==> config.mk <==
export PLATFORM = sky130hd
export DESIGN_NAME = sram_rv_adapter
export DESIGN_NICKNAME = d
export VERILOG_FILES = /design/src/rtl/sram_rv_adapter.sv
export SDC_FILE = /design/constraint.sdc
export NUM_CORES = 1
export LEC_CHECK = 0
export ABC_AREA = 1
export CAP_MARGIN = 20
export CORE_MARGIN = 3
export CORE_UTILIZATION = 32
export DETAILED_ROUTE_END_ITERATION = 12
export GPL_TIMING_DRIVEN = 0
export PLACE_DENSITY = 0.57
export RECOVER_POWER = 50
export SLEW_MARGIN = 5
export SYNTH_ARGS = -nofsm -noshare
export SYNTH_HDL_FRONTEND = slang
export SYNTH_SLANG_ARGS = --single-unit
==> constraint.sdc <==
create_clock -name clk_i -period 7.2 [get_ports clk_i]
set_input_delay 1.08 -clock clk_i [delete_from_list [all_inputs] [get_ports clk_i]]
set_output_delay 1.08 -clock clk_i [all_outputs]
set_load 0.03 [all_outputs]
==> src/rtl/sram_rv_adapter.sv <==
// sram_rv_adapter: valid/ready request front-end for the sram wrapper.
// Converts accepted requests into SRAM strobes, tracks reads across the
// fixed SRAM read latency and buffers read data in a credit-guarded
// response FIFO, so response back-pressure never loses data.
// Optional feature: define SRAM_ADAPTER_WRITE_ACK_EN to return one
// all-zero response beat per write, in order with reads.
module sram_rv_adapter #(
    parameter int DATA_WIDTH   = 64,
    parameter int NUM_WORDS    = 1024,
    parameter int READ_LATENCY = 1,
    parameter int RSP_DEPTH    = 3,
    localparam int AW = $clog2(NUM_WORDS),
    localparam int BW = (DATA_WIDTH + 7) / 8
) (
    input  logic                  clk_i,
    input  logic                  rst_i,
    input  logic                  req_valid_i,
    output logic                  req_ready_o,
    input  logic                  req_we_i,
    input  logic [AW-1:0]         req_addr_i,
    input  logic [DATA_WIDTH-1:0] req_wdata_i,
    input  logic [BW-1:0]         req_be_i,
    output logic                  rsp_valid_o,
    input  logic                  rsp_ready_i,
    output logic [DATA_WIDTH-1:0] rsp_rdata_o,
    output logic                  sram_req_o,
    output logic                  sram_we_o,
    output logic [AW-1:0]         sram_addr_o,
    output logic [DATA_WIDTH-1:0] sram_wdata_o,
    output logic [BW-1:0]         sram_be_o,
    input  logic [DATA_WIDTH-1:0] sram_rdata_i
);

    // Pointer, occupancy and credit widths; credits cover FIFO plus pipe.
    localparam int PW = (RSP_DEPTH > 1) ? $clog2(RSP_DEPTH) : 1;
    localparam int CW = $clog2(RSP_DEPTH + 1);
    localparam int NW = $clog2(RSP_DEPTH + READ_LATENCY + 1);
    localparam logic [PW-1:0] LAST_PTR = PW'(RSP_DEPTH - 1);
    localparam logic [NW-1:0] DEPTH_N  = NW'(RSP_DEPTH);

    // In-flight pipe: one flag per SRAM latency stage.
    logic [READ_LATENCY-1:0] pipe_q, pipe_d;
`ifdef SRAM_ADAPTER_WRITE_ACK_EN
    // Marks in-flight entries that are write acknowledgements.
    logic [READ_LATENCY-1:0] pipe_wr_q, pipe_wr_d;
`endif

    // Response FIFO storage and bookkeeping.
    logic [DATA_WIDTH-1:0] fifo_mem_q [RSP_DEPTH];
    logic [PW-1:0]         wr_ptr_q, wr_ptr_d;
    logic [PW-1:0]         rd_ptr_q, rd_ptr_d;
    logic [CW-1:0]         count_q, count_d;

    logic [NW-1:0]         credits_used;
    logic                  credit_ok;
    logic                  accept;
    logic                  take_credit;
    logic                  push;
    logic                  pop;
    logic [DATA_WIDTH-1:0] push_data;

    function automatic logic [PW-1:0] ptr_inc(input logic [PW-1:0] p);
        return (p == LAST_PTR) ? '0 : p + PW'(1);
    endfunction

    // Credits in use from registered state only, so rsp_ready_i never reaches req_ready_o.
    always_comb begin
        credits_used = NW'(count_q);
        for (int i = 0; i < READ_LATENCY; i++) begin
            credits_used = credits_used + NW'(pipe_q[i]);
        end
        credit_ok = (credits_used < DEPTH_N);
    end

    // Request handshake, SRAM strobes and response outputs.
    always_comb begin
`ifdef SRAM_ADAPTER_WRITE_ACK_EN
        req_ready_o = ~rst_i & credit_ok;
`else
        req_ready_o = ~rst_i & (req_we_i | credit_ok);
`endif
        accept = req_valid_i & req_ready_o;
`ifdef SRAM_ADAPTER_WRITE_ACK_EN
        take_credit = accept;
`else
        take_credit = accept & ~req_we_i;
`endif
        sram_req_o   = accept;
        sram_we_o    = req_we_i;
        sram_addr_o  = req_addr_i;
        sram_wdata_o = req_wdata_i;
        sram_be_o    = req_be_i;

        rsp_valid_o = ~rst_i & (count_q != '0);
        pop         = rsp_valid_o & rsp_ready_i;
        rsp_rdata_o = rsp_valid_o ? fifo_mem_q[rd_ptr_q] : '0;

        push = pipe_q[READ_LATENCY-1];
`ifdef SRAM_ADAPTER_WRITE_ACK_EN
        push_data = pipe_wr_q[READ_LATENCY-1] ? '0 : sram_rdata_i;
`else
        push_data = sram_rdata_i;
`endif
    end

    // Next-state for the in-flight pipe and FIFO pointers/occupancy.
    // NOTE: every signal gets its default first, so no path can infer a latch.
    always_comb begin
        pipe_d    = '0;
        pipe_d[0] = take_credit;
        for (int i = 1; i < READ_LATENCY; i++) begin
            pipe_d[i] = pipe_q[i-1];
        end
`ifdef SRAM_ADAPTER_WRITE_ACK_EN
        pipe_wr_d    = '0;
        pipe_wr_d[0] = req_we_i;
        for (int i = 1; i < READ_LATENCY; i++) begin
            pipe_wr_d[i] = pipe_wr_q[i-1];
        end
`endif
        wr_ptr_d = push ? ptr_inc(wr_ptr_q) : wr_ptr_q;
        rd_ptr_d = pop  ? ptr_inc(rd_ptr_q) : rd_ptr_q;
        count_d  = count_q;
        case ({push, pop})
            2'b10:   count_d = count_q + CW'(1);
            2'b01:   count_d = count_q - CW'(1);
            default: count_d = count_q;
        endcase
    end

    // State registers with synchronous reset; reset drops in-flight and buffered data.
    // NOTE: sequential state uses non-blocking assignments so all flops update together.
    always_ff @(posedge clk_i) begin
        if (rst_i) begin
            pipe_q   <= '0;
`ifdef SRAM_ADAPTER_WRITE_ACK_EN
            pipe_wr_q <= '0;
`endif
            wr_ptr_q <= '0;
            rd_ptr_q <= '0;
            count_q  <= '0;
        end else begin
            pipe_q   <= pipe_d;
`ifdef SRAM_ADAPTER_WRITE_ACK_EN
            pipe_wr_q <= pipe_wr_d;
`endif
            wr_ptr_q <= wr_ptr_d;
            rd_ptr_q <= rd_ptr_d;
            count_q  <= count_d;
        end
    end

    // FIFO storage write at the tail when a tracked beat leaves the pipe.
    // NOTE: storage is not reset; count_q gates its visibility on rsp_rdata_o.
    always_ff @(posedge clk_i) begin
        if (push) begin
            fifo_mem_q[wr_ptr_q] <= push_data;
        end
    end

endmodule

==> results.json <==
{
  "dieArea_sq_um": 28900,
  "cp_max_fo": 10,
  "ys_top_cells_by_count": "edfxtp_1 (192), nor2_1 (138), buf_4 (87)",
  "cts_root_buf": "clkbuf_16",
  "dr.pass1.iters": 6,
  "antenna_found_initial": 8,
  "maxSlewViolCount": 110,
  "globalplace.congestion": 0.758,
  "power_density_nw_per_um2": 227,
  "synth_top_cell_area_share_pct": 66.9,
  "timing.fmax_ghz": 0.229,
  "synth_seq_area_share_pct": 69.0,
  "synth-seq-cells": 201,
  "max_slew.worst_pin.slew_ns": 3.58,
  "p_leak_nw": 4.46,
  "dp_hpwl_mm": 16.9,
  "crit_required_ns": 6.12,
  "rows": 59,
  "wirelength_mm": 24.1,
  "fin_nets": 1158,
  "drc": 0,
  "clock-sinks": 201,
  "gr-usage-all-layers_pct": 15.8,
  "io_buffers": 218,
  "vias": 6029,
  "placed_cells": 1315,
  "via_per_inst": 4.44,
  "end_kind": "output pin",
  "cp-start-kind": "input pin",
  "hold_viol_final": 0,
  "yosysTopAreaCell": "edfxtp_1",
  "drive_gt1_share_pct": 13.9,
  "synth.most_common_cell": "edfxtp_1",
  "avgSynthCellArea_sq_um": 11.4,
  "switching_share_pct": 23.7,
  "design.core.area_sq_um": 26300,
  "power_frac_comb_pct": 13.4,
  "clockPowerShare_pct": 38.6,
  "cts_made_buffers": 22,
  "synth_edf_count": 192,
  "post-route-period-util_pct": 60.8,
  "cts_setup_buffers": 0,
  "p_int_mw": 2.08,
  "worstSetupPathType": "in2out",
  "fin_util_pct": 45.6,
  "outcome": "complete, but fails checks",
  "grt_pass1_wl_mm": 34.7,
  "violations": "max-capacitance violations, max-slew violations",
  "gr-total-overflow": 0,
  "yosys_most_used_dff": "edfxtp_1",
  "irDropWorstVdd_mv": 0.205,
  "ctsResizeCount": 0,
  "cp_data_arrival_time_ns": 3.30,
  "grt_max_degree": 55,
  "hold_path.class": "reg2reg",
  "synthToLayoutAreaGrowth_pct": 39.1,
  "pwr-share-seq_pct": 48.0,
  "ys_warn_count": 0,
  "slew_headroom_pct": -139,
  "netlist_area_sq_um": 8610,
  "antenna_left": 0,
  "h-tree-depth": 1,
  "final_cells": 1358,
  "grt_pass1_vias": 5837,
  "drtIter0Drc": 334,
  "die_h_um": 170,
  "cts_buffer_depth": 3,
  "cts_tree": "yes",
  "power_switching_mw": 0.645,
  "clkLatencyLatePin_ns": 0.49,
  "clock_skew_ns": 0.00800,
  "initial_core_util_pct": 32.8,
  "synthesis.nets": 907,
  "yosys-top-cells-area": "edfxtp_1 (67%), buf_4 (7.6%), nor2_1 (6.0%)",
  "cts.clk_slew.worst_paths_ns": 0.06,
  "min_period_ns": 4.38,
  "netlist_instances": 753,
  "die_w_um": 170,
  "rsz0062_at_grt": "no",
  "io_pins": 301,
  "synth.distinct_cells": 23,
  "drv_cap": 2,
  "async_reset_ff_share_pct": 0,
  "hold_buffers": 0,
  "setup_viol": 0,
  "wl_per_cell_um": 17.8
}
## final cells by class
class                      instances  area [sq um]
fill                            2453         14300
sequential                       201          5950
timing repair buffer             227          2260
multi-input combinational        356          1550
buffer                           117           820
clock buffer                      30           602
tap                              335           419
inverter                          79           299
clock inverter                    10          73.8
antenna                            3          7.51
## power groups by stage
| stage | logic [mW] | clock network [mW] | registers (mW) |
|---|---|---|---|
| finish | 0.364 | 1.05 | 1.31 |
| global route | 0.393 | 1.13 | 1.31 |
| CTS | 0.381 | 1.09 | 1.30 |
| detailed placement | 0.379 | 0 | 1.33 |
| global placement | 0.375 | 0 | 1.33 |
| floorplan | 0.205 | 0 | 1.33 |
## state kept, by name, summed over array words and instances, names as in the netlist, named ones only
register and flops:
rd_ptr_q 2, wr_ptr_q 2, count_q 2, pipe_q 1, fifo_mem_q 192
## metal layers
layer  global-route usage [%]  wire length, um  vias to the layer above
met3                     4.34             1990                       38
met2                     29.0            12300                      237
met4                     4.80              652                        8
li1                         -                -                     2939
met1                     17.8             9140                     2807
met5                        0               50                        -
## per-stage QoR
stage	setup slack, ns	TNS (ns)	total power [mW]	instance area [sq um]	hold WS, ns
6_report	2.82	0	2.72	12000	0.464
5_1_grt	2.67	0	2.83	12000	0.504
4_1_cts	2.84	0	2.77	12000	0.465
3_5_place_dp	2.84	0	1.71	11400	0.455
3_3_place_gp	-1.77	-112.79	1.71	11200	0.455
2_1_floorplan	1.85	0	1.53	8610	0.438
## worst max-delay path, cell delays in order
cell and delay, ns:
dlygate4sd3_1 0.65, a21oi_2 0.16, buf_4 0.25, buf_6 0.19, o21ai_1 0.07, nor2_1 0.18
clkdlybuf4s50_1 0.70
## path summary, 6_finish.rpt
check	startpoint	to	slack (ns)	depth (start not counted)
setup reg to reg	wr_ptr_q[1]	fifo_mem_q[0][39]	3.19	4
hold / removal	wr_ptr_q[1]	wr_ptr_q[1]	0.46	2
hold reg to reg	wr_ptr_q[1]	wr_ptr_q[1]	0.46	2
setup / recovery	rst_i	rsp_rdata_o[38]	2.82	7
## placed cells by master (no fill, tap or decap), types with 9 or more instances in the layout
master / synthesis / final
buf_4: 87 / 89
buf_6: 6 / 11
clkbuf_1: 11 / 20
clkbuf_16: 0 / 23
clkdlybuf4s50_1: 0 / 153
dfxtp_1: 9 / 9
dlygate4sd3_1: 0 / 65
edfxtp_1: 192 / 192
inv_1: 77 / 75
nand2_1: 72 / 72
nor2_1: 138 / 138
o21ai_0: 72 / 72
o21ai_1: 56 / 56
## cells by family after synthesis
group           Yosys count  synth area share [%]
compound gates          134                  7.83
xor+xnor                  1                 0.102
fa+ha+maj                 3                 0.436
buf+inv                 196                  13.0
flops                   201                  69.0
simple gates            218                  9.65
No activity file was read; power rests on OpenSTA's default activity.
